$ cat src/rtl/execute_stage.sv
// ---------------------------------------------------------------------------
// execute_stage
// Execute (X) stage of the 16-bit five-stage pipeline. It takes decoded
// operands and control from the D/X register and resolves forwarding from
// the M and W stages. It then performs the ALU operation and registers the
// 41-bit X/M bundle for the memory stage. It also holds the architectural
// {Z, V, N} flag register that branch resolution reads.
//
// Ports
//   clk, rst              clock; synchronous active-high reset
//   stall_i               hold X/M register and flags
//   flush_i               load a bubble (all zero) into X/M
//   opcode_i              instruction opcode
//   rs1_id_i, rs2_id_i    source register numbers (used for forwarding)
//   rs1_data_i, rs2_data_i register-file read data
//   imm_i                 sign-extended immediate
//   pc_plus2_i            PC+2 of this instruction (PCS result)
//   wr_reg_i              destination register
//   MemRead_i .. Halt_i   control bits from decode
//   M_wr_reg_i, M_RegWrite_i, M_result_i   forwarding source in M
//   W_wr_reg_i, W_RegWrite_i, W_data_i     forwarding source in W
//   XM_out_o              {alu[15:0], store[15:0], wr_reg[3:0],
//                          MemWrite, MemtoReg, RegWrite, Halt, MemRead}
//   flags_o               registered {Z, V, N}
// ---------------------------------------------------------------------------
module execute_stage (
    input  logic        clk,
    input  logic        rst,
    input  logic        stall_i,
    input  logic        flush_i,
    input  logic [3:0]  opcode_i,
    input  logic [3:0]  rs1_id_i,
    input  logic [3:0]  rs2_id_i,
    input  logic [15:0] rs1_data_i,
    input  logic [15:0] rs2_data_i,
    input  logic [15:0] imm_i,
    input  logic [15:0] pc_plus2_i,
    input  logic [3:0]  wr_reg_i,
    input  logic        MemRead_i,
    input  logic        MemWrite_i,
    input  logic        RegWrite_i,
    input  logic        MemtoReg_i,
    input  logic        Halt_i,
    input  logic [3:0]  M_wr_reg_i,
    input  logic        M_RegWrite_i,
    input  logic [15:0] M_result_i,
    input  logic [3:0]  W_wr_reg_i,
    input  logic        W_RegWrite_i,
    input  logic [15:0] W_data_i,
    output logic [40:0] XM_out_o,
    output logic [2:0]  flags_o
);

    typedef enum logic [3:0] {
        OP_ADD    = 4'b0000,
        OP_SUB    = 4'b0001,
        OP_XOR    = 4'b0010,
        OP_RED    = 4'b0011,
        OP_SLL    = 4'b0100,
        OP_SRA    = 4'b0101,
        OP_ROR    = 4'b0110,
        OP_PADDSB = 4'b0111,
        OP_LW     = 4'b1000,
        OP_SW     = 4'b1001,
        OP_LLB    = 4'b1010,
        OP_LHB    = 4'b1011,
        OP_B      = 4'b1100,
        OP_BR     = 4'b1101,
        OP_PCS    = 4'b1110,
        OP_HLT    = 4'b1111
    } opcode_e;

    opcode_e     op;
    logic [15:0] opA;
    logic [15:0] opB;
    logic [3:0]  shAmt;

    logic [15:0] addSum;
    logic        addOvf;
    logic [15:0] addSat;
    logic [15:0] subDiff;
    logic        subOvf;
    logic [15:0] subSat;
    logic [15:0] redRes;
    logic [15:0] sllRes;
    logic [15:0] sraRes;
    logic [31:0] rorWide;
    logic [15:0] rorRes;
    logic [15:0] paddsbRes;
    logic [15:0] aluRes;
    logic [2:0]  flagsNew;

    logic [40:0] xmOut_q;
    logic [40:0] xmOut_d;
    logic [2:0]  flags_q;
    logic [2:0]  flags_d;

    assign op    = opcode_e'(opcode_i);
    assign shAmt = imm_i[3:0];

    // Operand forwarding: M wins over W, and R0 is never forwarded because
    // it reads as a constant in the register file.
    always_comb begin
        opA = rs1_data_i;
        if (M_RegWrite_i && (M_wr_reg_i == rs1_id_i) && (rs1_id_i != 4'd0)) begin
            opA = M_result_i;
        end else if (W_RegWrite_i && (W_wr_reg_i == rs1_id_i) && (rs1_id_i != 4'd0)) begin
            opA = W_data_i;
        end
    end

    always_comb begin
        opB = rs2_data_i;
        if (M_RegWrite_i && (M_wr_reg_i == rs2_id_i) && (rs2_id_i != 4'd0)) begin
            opB = M_result_i;
        end else if (W_RegWrite_i && (W_wr_reg_i == rs2_id_i) && (rs2_id_i != 4'd0)) begin
            opB = W_data_i;
        end
    end

    // Saturating add/sub: overflow is detected from operand and result signs,
    // and the clamp direction follows the sign of A.
    always_comb begin
        addSum  = opA + opB;
        addOvf  = (opA[15] == opB[15]) && (addSum[15] != opA[15]);
        addSat  = addOvf ? (opA[15] ? 16'h8000 : 16'h7FFF) : addSum;
        subDiff = opA - opB;
        subOvf  = (opA[15] != opB[15]) && (subDiff[15] != opA[15]);
        subSat  = subOvf ? (opA[15] ? 16'h8000 : 16'h7FFF) : subDiff;
    end

    // Reduction sum of the four signed bytes. The worst case (-512..508)
    // fits comfortably in 16 bits, so no saturation is needed.
    always_comb begin
        redRes = {{8{opA[15]}}, opA[15:8]} + {{8{opB[15]}}, opB[15:8]}
               + {{8{opA[7]}},  opA[7:0]}  + {{8{opB[7]}},  opB[7:0]};
    end

    // Shifts and rotate. The rotate shifts a doubled copy so that amount 0
    // passes A through without a special case.
    always_comb begin
        sllRes  = opA << shAmt;
        sraRes  = $unsigned($signed(opA) >>> shAmt);
        rorWide = {opA, opA} >> shAmt;
        rorRes  = rorWide[15:0];
    end

    // PADDSB: each nibble is a separate signed lane. It is widened by one
    // bit so that the two top bits differ exactly when the lane overflows.
    always_comb begin
        logic [4:0] laneSum;
        paddsbRes = 16'h0000;
        laneSum   = 5'b00000;
        for (int i = 0; i < 4; i++) begin
            laneSum = {opA[4*i+3], opA[4*i +: 4]} + {opB[4*i+3], opB[4*i +: 4]};
            if (laneSum[4] != laneSum[3]) begin
                paddsbRes[4*i +: 4] = laneSum[4] ? 4'h8 : 4'h7;
            end else begin
                paddsbRes[4*i +: 4] = laneSum[3:0];
            end
        end
    end

    // Result select and the candidate flag value for this instruction.
    // XOR and shifts refresh only Z; other non-arithmetic ops leave flags alone.
    always_comb begin
        aluRes   = 16'h0000;
        flagsNew = flags_q;
        case (op)
            OP_ADD: begin
                aluRes   = addSat;
                flagsNew = {(addSat == 16'h0000), addOvf, addSat[15]};
            end
            OP_SUB: begin
                aluRes   = subSat;
                flagsNew = {(subSat == 16'h0000), subOvf, subSat[15]};
            end
            OP_XOR: begin
                aluRes   = opA ^ opB;
                flagsNew = {((opA ^ opB) == 16'h0000), flags_q[1:0]};
            end
            OP_RED:    aluRes = redRes;
            OP_SLL: begin
                aluRes   = sllRes;
                flagsNew = {(sllRes == 16'h0000), flags_q[1:0]};
            end
            OP_SRA: begin
                aluRes   = sraRes;
                flagsNew = {(sraRes == 16'h0000), flags_q[1:0]};
            end
            OP_ROR: begin
                aluRes   = rorRes;
                flagsNew = {(rorRes == 16'h0000), flags_q[1:0]};
            end
            OP_PADDSB: aluRes = paddsbRes;
            OP_LW,
            OP_SW:     aluRes = (opA & 16'hFFFE) + imm_i;
            OP_LLB:    aluRes = (opA & 16'hFF00) | {8'h00, imm_i[7:0]};
            OP_LHB:    aluRes = (opA & 16'h00FF) | {imm_i[7:0], 8'h00};
            OP_PCS:    aluRes = pc_plus2_i;
            default:   aluRes = 16'h0000;
        endcase
    end

    // X/M register next state. Flush beats stall, so flush+stall still
    // loads a bubble, while flags move only on a real load.
    always_comb begin
        xmOut_d = xmOut_q;
        flags_d = flags_q;
        if (flush_i) begin
            xmOut_d = 41'h0;
        end else if (!stall_i) begin
            xmOut_d = {aluRes, opB, wr_reg_i, MemWrite_i, MemtoReg_i,
                       RegWrite_i, Halt_i, MemRead_i};
            flags_d = flagsNew;
        end
    end

    // State registers with synchronous reset.
    always_ff @(posedge clk) begin
        if (rst) begin
            xmOut_q <= 41'h0;
            flags_q <= 3'b000;
        end else begin
            xmOut_q <= xmOut_d;
            flags_q <= flags_d;
        end
    end

    assign XM_out_o = xmOut_q;
    assign flags_o  = flags_q;

endmodule

$ cat config.mk
export PLATFORM = sky130hd
export DESIGN_NAME = execute_stage
export DESIGN_NICKNAME = d
export VERILOG_FILES = /design/src/rtl/execute_stage.sv
export SDC_FILE = /design/constraint.sdc
export NUM_CORES = 1
export LEC_CHECK = 0
export ABC_AREA = 1
export CORE_MARGIN = 3
export CORE_UTILIZATION = 50
export CTS_CLUSTER_DIAMETER = 100
export DETAILED_ROUTE_END_ITERATION = 16
export PLACE_DENSITY_LB_ADDON = 0.2
export REMOVE_ABC_BUFFERS = 1
export SLEW_MARGIN = 10
export SYNTH_ARGS = -nofsm -noshare
export SYNTH_HDL_FRONTEND = slang
export SYNTH_SLANG_ARGS = --single-unit
export TNS_END_PERCENT = 1
$ cat constraint.sdc
create_clock -name clk -period 7.8 [get_ports clk]
set_clock_uncertainty 0.2 [all_clocks]
set_input_delay 2.34 -clock clk [delete_from_list [all_inputs] [get_ports clk]]
set_output_delay 2.34 -clock clk [all_outputs]
set_load 0.05 [all_outputs]
Yosys cells after proc, flatten, opt, wreduce, memory -nomap -nowiden
Index checks and enable logic that the tools add are counted.
Storage, ports and cells
  register bits after elaboration: 44
  input port bits: 131
  output and inout port bits: 44
  logic and storage cells: 91
Cells by class
  $add $sub $neg: 10
  eq/ne operators: 24
  shifts and indexed selects: 3
  multiplexer cells: 17
  bitwise gates (word level): 9
  reductions and logical operators: 25
Operator list (number)
  $pmux 16 s12: 1
  $mux 16: 7
  $logic_not 16->1: 6
  $add 16x16->16: 2
  $mux 4: 8
  $shr 32x4->16: 1
  $add 4x4->5: 4
  $eq 4x4->1 const B: 5
  $pmux 3 s6: 1
  $eq 4x3->1 const B: 4
  $eq 4x4->1: 4
  $or 16x8->16: 1
  $or 8x16->16: 1
  $shl 16x4->16: 1
  $sshr 16x4->16: 1
  $sub 16x16->16: 1
  $xor 16x16->16: 1
  $add 10x8->11: 1
  $add 9x8->10: 1
  $logic_and 1x1->1: 10
  $add 8x8->9: 1
  $eq 4x2->1 const B: 2
  $reduce_bool 4->1: 2
  $ne 1x1->1: 7
  9 further kinds: 15

Longest topological paths before layout
Gate-level depths: netlist of the first run.
  word-level depth: 11
  gate-level depth with buffers: 38
  mapped depth without buffers: 36

Least setup slack after synthesis of the first run
OpenSTA, ideal clock, no wires.
  path kind: in2reg
  start: input rs2_id_i[0]
  end: register xmOut_q[34], in the netlist XM_out_o[34]
  setup time: 0.132 ns
  arrival: 7.078 ns
  data required time: 7.468 ns
  path slack: 0.390 ns
  cell stages on the path: 31
  path buffers: 2
  path through: inv_1 > or2_2 > o21ai_0 > a2111oi_0 > nand2_1 > inv_1 > buf_2 > buf_1 > o211ai_1 > o21ai_0 > inv_1 > fa_1 > fa_1 > inv_1 > ha_1 > fa_1 > nand3_1 > nand3_1 > nand2_1 > inv_1 > or2_2 > a21oi_1 > nor2_1 > o21ai_0 > nand2_1 > o21ai_0 > nand2_1 > nor2_1 > nand4_1 > nand2_1 > a21oi_1
On the way
  word-level cells in the longest chain between the ends: 10
  elaborated cells on any way between the ends: 28
  those cells by class: add/sub: 6; eq/ne: 7; mux: 7; bitwise: 1; reduce/logical: 7
RTL lines
  from (decl): line 33  | input logic [3:0] rs2_id_i,
  $eq 4x4->1: line 116  | end else if (W_RegWrite_i && (W_wr_reg_i == rs2_id_i) && (rs2_id_i != 4'd0)) begin
  $logic_and 1x1->1 (2 in series): line 116
  $mux 16: line 116
  $mux 16 (*): line 114  | if (M_RegWrite_i && (M_wr_reg_i == rs2_id_i) && (rs2_id_i != 4'd0)) begin
  named net opB[1]: line 75  | logic [15:0] opB;
  $sub 16x16->16 or $add 16x16->16 (tied branches): line 127, 124
  $ne 1x1->1, on equally long branches: line 128, 125
  $logic_and 1x1->1, on equally long branches: line 128, 125
  $mux 16, on equally long branches: line 129, 126
  $pmux 16 s12 (*): line 169  | case (op)
  to (signal assigned): line 225  | xmOut_q <= xmOut_d;
  to (decl): line 93  | logic [40:0] xmOut_q;
Mark *: on every way through the listed nets, which the timed path passes. The rest lies on a longest branch.
A chain may end at the register's enable or synchronous reset.

Final worst setup path of the first run
  start: input rs2_id_i[0]
  end: register xmOut_q[32], in the netlist XM_out_o[32]
The elaborated chain is that of the path after synthesis.

==> summary by stage, run 1 <==
STA
The worst hold slack is roughly 0.26 ns. The count of pins over their slew limit is 0. The worst pin sits at a relative slew slack of a little under a fifth. The fmax is roughly 130 MHz. The number of endpoints failing setup at the final stage is 0. The pin slew with the least headroom to its limit is about 1.2 ns. Of the available clock period, the critical path in the final layout requires 97.9%.

The smallest clock period supported by the final layout is computed as ~7.6 ns. The number of hold violations in the final report is 0.

Yosys
The gate count after technology mapping is about 1700. In this run the mean area of a mapped cell was 5.59 sq um. The part of the Yosys area used for sequential elements is 9.28%. The synthesized design contains 0 enable-type register cells. The count of warnings emitted by yosys is 0. The cell area after synthesis is 0.00949 sq mm.

For this run, asynchronously set or reset flops after synthesis account for 0%. Counting flops and latches in the post-synthesis netlist gives between 40 and 50. Counting distinct cell types in the post-synthesis netlist gives 50. For this run, the leading register cell type out of synthesis is sky130_fd_sc_hd__dfxtp_1.

Finish
The library cell used most frequently in the layout, excluding fill and tap cells, is sky130_fd_sc_hd__nand2_1. The filler cells instantiated in the layout total roughly 1700. The antenna cell count is 0. Cells fill 68.4% of the core in the end. Of the cells placed in the final design, the portion with a size suffix greater than 1 is roughly an eighth.

The synthesis-to-layout area growth is 32.1%. The library cells used most frequently in the layout, excluding fill and tap cells, are 497 x sky130_fd_sc_hd__nand2_1, 206 x sky130_fd_sc_hd__inv_1, 187 x sky130_fd_sc_hd__nand3_1. The count of non-filler cells in the finished layout is between 2000 and 2500.

The net count of the finished layout is 2160.

GRT
Entering global routing, the biggest net connects 43 pins. The number of antenna violations at the first check in global routing is 0. The first global-routing pass estimated 66000 microns of wire. The overall routing resource usage is around 41%. The number of global-route vias before repair came to around 12000.

The sum of overflow across all layers after global routing is 0.

Power
The overall power after layout is between 1.5 and 2 mW. The reported leakage power is around 6.3 nW. The maximum vdd drop is between 0.09 and 0.1 mV. The total power divided by cell area is around 150 mW/mm^2.

Place
The placer congestion estimate is around 1.1. The placed instance count is approximately 2200. The count of buffers added on input and output ports is approximately 170. After legalization and detailed placement, the total HPWL measured about 37000 microns.

Drt
In this run, the number of DRC markers left after iteration 0 of detailed routing was roughly 1900. The count of nets left with antenna violations once routing finished came out at 0. The routed length per instance is about 20 microns.

Summed over all layers, the routed wires come to around 44000 microns. In the routed design, unresolved DRC markers number 0. The first TritonRoute pass finished after 9 iterations. The via count of the routed design is around 13000. The vias per cell is between 6 and 7.

Floorplan
The die height is 144 microns. The I/O pin count is about 180. The initialized floorplan defines 49 standard-cell rows.

The placeable core region is ~0.018 sq mm. Once the floorplan was initialized, standard cells occupied between 50% and 60% of the core. The die covers around 0.021 sq mm. In this run the horizontal extent of the chip is 144 microns.

Critical path
The setup slack of the most critical reg-to-reg path is between 6 and 7 ns. The slowest stage of the critical path belongs to the cell sky130_fd_sc_hd__fa_1. The worst setup path is captured at a flop. The worst setup path is of the in2reg kind. The worst register-to-register path ends at XM_out_o[12]. The data arrival at the endpoint of the critical path is 7.61 ns. The worst reg2reg path startpoint is XM_out_o[12]. STA puts the critical path data required time at a little under 8 ns.

The cell with the most instances on the worst path is sky130_fd_sc_hd__nand2_1. Along the worst path, the maximum fanout reaches 4. The category of the worst setup path launch point is an input port.

The largest stage delay on the critical path is roughly 0.51 ns. The count of cells along the worst register-to-register path is 4.

Min path
The path with the worst hold slack has its endpoint at XM_out_o[5]. The cell count of the worst hold path is 2. The path category of the worst min-delay check is reg2reg.

The worst hold path begins at XM_out_o[5].

Clock tree
The quantity of hold-fixing buffers added after cts is 0. TritonCTS built the clock tree. The later pin in the worst-skew pair is clocked with a latency of 0.31 ns.

The clock tree synthesis step divided the H-tree into 2 levels. Clock-pin slew was measured on the worst setup and hold paths at ~0.07 ns. Clock tree synthesis selected as its root buffer the cell sky130_fd_sc_hd__clkbuf_16. The tree built by TritonCTS fans out to between 40 and 50 sinks. The TritonCTS buffer count is 5. The maximum clock insertion buffer count is 2.

Outcome
The flow ran to the end, and the final reports show no timing, DRC or antenna violations.

Flow run
Max-cap violations in this run came to 0.
## through the flow
| step | instance area (sq um) | TNS (ns) | setup WS [ns] |
|---|---|---|---|
| 2_1_floorplan | 9140 | 0 | 0.360 |
| 4_1_cts | 12400 | 0 | 0.0644 |
| 6_report | 12500 | 0 | 0.163 |
| 3_3_place_gp | 12200 | -0.339 | -0.194 |
| 5_1_grt | 12500 | -0.197 | -0.0725 |
| 3_5_place_dp | 12200 | -1.46 | -0.318 |
## timing repair
item                       in CTS  in global routing
pin swaps                       0                 10
gates resized for setup         1                 47
buffers inserted                0                  5
setup endpoints to repair       1                 17
## layout make-up
type                       count  area [sq um]  share of cell area, %
multi-input combinational   1357          7520                   60.0
timing repair buffer         311          2820                   22.5
clock inverter                 2          38.8                  0.309
clock buffer                   6           139                   1.11
tap                          229           287                   2.29
inverter                     227           857                   6.84
sequential                    44           881                   7.03
## power breakdown
part | total, mW | leakage, nW | switching [mW] | internal, mW
registers | 0.240 | 0.359 | 0.00513 | 0.235
clock network | 0.268 | 0.0871 | 0.107 | 0.161
logic | 1.38 | 5.90 | 0.857 | 0.527
## cells in the mapped netlist, types with 3 or more instances
cell type	number	area, sq um
sky130_fd_sc_hd__o2111ai_1	9	78.8
sky130_fd_sc_hd__buf_2	20	100
sky130_fd_sc_hd__nand2_2	10	62.6
sky130_fd_sc_hd__a2111oi_0	5	43.8
sky130_fd_sc_hd__a211oi_1	5	37.5
sky130_fd_sc_hd__buf_6	6	67.6
sky130_fd_sc_hd__nand3_1	187	936
sky130_fd_sc_hd__xnor2_1	3	26.3
sky130_fd_sc_hd__or2_2	4	25.0
sky130_fd_sc_hd__o21ai_1	22	110
sky130_fd_sc_hd__o22ai_1	8	50.1
sky130_fd_sc_hd__clkinv_1	4	15.0
sky130_fd_sc_hd__nor3_1	23	115
sky130_fd_sc_hd__dfxtp_1	44	881
sky130_fd_sc_hd__clkbuf_1	33	124
sky130_fd_sc_hd__o221ai_1	5	43.8
sky130_fd_sc_hd__nand3_4	3	52.6
sky130_fd_sc_hd__buf_4	4	30.0
sky130_fd_sc_hd__o21bai_1	4	30.0
sky130_fd_sc_hd__buf_1	7	26.3
sky130_fd_sc_hd__o21ai_0	101	505
sky130_fd_sc_hd__inv_1	212	796
sky130_fd_sc_hd__nor2_1	152	571
sky130_fd_sc_hd__a31oi_1	3	18.8
sky130_fd_sc_hd__o211ai_1	20	150
sky130_fd_sc_hd__a21oi_1	100	500
sky130_fd_sc_hd__fa_1	24	480
sky130_fd_sc_hd__nand3_2	30	300
sky130_fd_sc_hd__inv_2	9	33.8
sky130_fd_sc_hd__nand4_1	26	163
sky130_fd_sc_hd__a221oi_1	8	70.1
sky130_fd_sc_hd__nor4_1	3	18.8
sky130_fd_sc_hd__nand3b_1	3	22.5
sky130_fd_sc_hd__a21boi_0	3	22.5
sky130_fd_sc_hd__nand2_1	498	1870
sky130_fd_sc_hd__xor2_1	26	228
sky130_fd_sc_hd__ha_1	59	738
## layer usage
metal  global-route usage, %  vias up  wire length [microns]
met4                    19.2        0                   2450
met2                    65.4      955                  19200
met5                       0        -                      0
li1                        -     6080                      -
met1                    54.5     5893                  16700
met3                    7.72      166                   5520
## worst max-delay path, delay by kind of cell
kind            cells  cell delay [ns]
compound gates      9             1.68
fa+ha+maj           4             1.67
simple gates        9             1.04
buf+inv             6             0.87
## sequential cells by signal, summed over array words and instances (netlist names)
name and cells:
flags_o 3, XM_out_o 41
## worst max path at each step
| stage | start | end | slack (ns) |
|---|---|---|---|
| after floorplan | rs2_id_i[0] | XM_out_o[34] | 0.36 |
| after global routing | rs2_id_i[0] | flags_o[2] | -0.07 |
| final | rs2_id_i[0] | XM_out_o[32] | 0.16 |
| after global placement | M_wr_reg_i[0] | XM_out_o[25] | -0.19 |
| after CTS | M_wr_reg_i[0] | XM_out_o[39] | 0.06 |
| after detailed placement | M_wr_reg_i[0] | XM_out_o[25] | -0.32 |
## kinds of logic (layout without fill, tap and decap cells)
family,count (synthesis),after routing,share of synthesized area (%)
and+or+nand+nor,945,945,44.4
AOI/OAI and AO/OA,300,300,18.1
buffers and inverters,297,546,12.7
adders and majority gates,83,83,12.8
DFF,44,44,9.28
xor gates and xnor gates,29,29,2.68
(Power assumes the default switching activity.)
==> run 2, diff against run 1 <==
--- a/config.mk
+++ b/config.mk
@@ -10,6 +10,7 @@
 export CORE_UTILIZATION = 50
 export CTS_CLUSTER_DIAMETER = 100
 export DETAILED_ROUTE_END_ITERATION = 16
+export DONT_BUFFER_PORTS = 1
 export PLACE_DENSITY_LB_ADDON = 0.2
 export REMOVE_ABC_BUFFERS = 1
 export SLEW_MARGIN = 10
==> run 2 against run 1 <==
Effect of this change: fmax up 0.67%; clock power down 3%; register-to-register slack worse by 0.34 ns; sequential power up 15%; first-iteration DRC count down 26%; largest cell class unchanged; highest routed layer unchanged.
==> summary by stage, run 2 (synthesis gave the netlist of run 1 again) <==
Place
At the end of routability-driven placement, the weighted congestion stood at about 1.1. The placed instance count is between 1500 and 2000. The worst slack after detailed placement is between 0.15 and 0.2 ns. Summing all placed instances gives a cell area of slightly below 0.01 sq mm. The number of port buffers is 0. The sum of net half-perimeters after detailed placement is roughly 35000 microns.

STA
The number of hold violations in the final report is 0. The number of endpoints failing setup at the final stage is 0. In the finished design, the share of the clock period the worst path needs comes to 97.3%. The fmax is ~130 MHz. After layout, the worst setup slack is around 0.21 ns. Setup repair after global routing could not meet its margin everywhere. In the final timing run, aggregate negative setup slack is 0 ns. For the pin with the worst max-slew slack, the measured transition is ~1.1 ns. The worst pin sits at a relative slew slack of 28.9%. After layout, the minimum clock period comes to approximately 7.6 ns. The count of pins over their slew limit came to 0.

Critical path
The category of the worst setup path launch point is an input port. The largest stage delay on the critical path is roughly 0.57 ns. The worst setup path is of the in2reg kind. The critical path contains buffers and inverters numbering 7 combined.

The cell with the most instances on the worst path is sky130_fd_sc_hd__nand2_1. The cell family contributing the most delay on the critical path is compound AO/OA/AOI/OAI gates. The highest net fanout along the worst path is 21. For the worst setup path, the data arrival time is 7.55 ns. The data required time at the worst endpoint is a little under 8 ns. The nature of the critical path endpoint is a flop. Among all stages on the critical path, the largest delay is contributed by sky130_fd_sc_hd__fa_1.

Finish
Excluding fillers, the count of instances in the completed layout stands at approximately 1900. The share of final-layout standard cells stronger than drive strength 1 is 7.69%. The net count of the finished layout is between 1500 and 2000. The cell area after layout is approximately 0.01 sq mm. The leading cell type in the layout, fill and taps excluded is sky130_fd_sc_hd__nand2_1. The antenna cell count is 0. The register with the most flip-flops in the layout has 41 of them. The library cells used most frequently in the layout, excluding fill and tap cells, are 498 x sky130_fd_sc_hd__nand2_1, 212 x sky130_fd_sc_hd__inv_1, 187 x sky130_fd_sc_hd__nand3_1. The synthesis-to-layout area growth is 5.63%.

Clock tree
Clock tree synthesis found a total of between 40 and 50 sinks. At the later pin of the worst-skew pair, clock insertion delay measures 0.30 ns. The quantity of hold-fixing buffers added after cts is 0. The clock tree synthesis step divided the H-tree into 2 levels. The tree is rooted in a sky130_fd_sc_hd__clkbuf_16. The maximum clock insertion buffer count is 2. Post-CTS timing repair inserted 0 buffers for setup. The TritonCTS buffer count is 5. The CTS tree is yes. The clock-pin slew on the worst setup and hold paths is around 0.070 ns.

GRT
The number of global-route vias before repair is around 11000. For this run the aggregate overflow at the end of global routing stands at 0. The first-pass GRT wire length is about 63000 microns. Entering global routing, the biggest net connects 43 pins. The number of antenna violations at the first check in global routing is 0. The overall routing resource usage is roughly two fifths.

Outcome
The flow ran to the end, and the final reports show no timing, DRC or antenna violations.

Flow run
The max-capacitance violation count is 0.

Min path
The path class of the tightest hold or removal check is reg2reg.

Drt
The via count of the routed design is roughly 12000. The first detailed-routing pass ran for 6 iterations. The routed length per instance is 21.6 microns. The number of violations reported at the end of detailed-routing iteration 0 is approximately 1400. The number of nets with antenna violations after detailed routing is 0. In the routed design, unresolved DRC markers number 0. Summed over all layers, the routed wires come to between 40000 and 50000 microns. After detailed routing, the number of vias per cell comes to about 6.1.

Power
The reported leakage power is 5.25 nW. The maximum vdd drop is 0.136 mV. The overall power after layout is 1.65 mW. In this run the power density over the cells is 165 mW/mm^2.

Floorplan
The die outline width is approximately 140 microns. Once the floorplan was initialized, standard cells occupied around half of the core. The total die area is ~0.021 sq mm.

The placeable core region is around 0.018 sq mm. The row count is 49. The I/O pin count is 175.

The die is ~140 microns tall.
run 2: worst reg2reg max path: stages (launching register included):
cell and delay (ns):
sky130_fd_sc_hd__dfxtp_1 0.66, sky130_fd_sc_hd__nor2_1 0.10, sky130_fd_sc_hd__nor2_1 0.11, sky130_fd_sc_hd__o21ai_0 0.09
sky130_fd_sc_hd__inv_1 0.05
run 2: repair_timing:
item	in CTS	in global routing
endpoints found under the hold margin	0	0
gates resized for setup	0	3
setup endpoints to repair	0	4
run 2: layout make-up:
class / count / area [sq um]
fillers: 1989 / 8310
multi-input cells: 1357 / 7420
flip-flops and latches: 44 / 881
inverters: 227 / 857
repair buffers: 55 / 413
well taps: 229 / 287
clock buffers: 5 / 125
clock inverters: 3 / 47.5
run 2: metal layers:
layer,share of wire (%),global-route usage (%),vias to the layer above,wire (microns)
met5,0,0,-,0
met4,5.1,17.2,0,2100
met3,11,8.49,118,4520
met2,44,62.8,682,18200
met1,40,52.0,5361,16600
li1,-,-,5564,-
run 2: per-stage QoR:
step                utilization, %  hold slack, ns
global placement              53.7           0.493
detailed placement            53.7           0.499
floorplan                        -           0.484
global route                  54.7           0.521
CTS                           54.7           0.510
finish                        54.7           0.507
run 2: final timing paths:
| check | start | end | slack [ns] | cells past startpoint |
|---|---|---|---|---|
| max | rs2_id_i[0] | XM_out_o[25] | 0.21 | 29 |
| min | XM_out_o[5] | XM_out_o[5] | 0.51 | 2 |
| max reg2reg | XM_out_o[15] | XM_out_o[15] | 6.54 | 4 |
| min reg2reg | XM_out_o[5] | XM_out_o[5] | 0.51 | 2 |
run 2: power breakdown:
group | leakage (nW) | total (mW) | internal, mW | switching, mW
registers | 0.359 | 0.277 | 0.235 | 0.0421
clock network | 0.0840 | 0.259 | 0.153 | 0.107
logic | 4.81 | 1.12 | 0.373 | 0.743
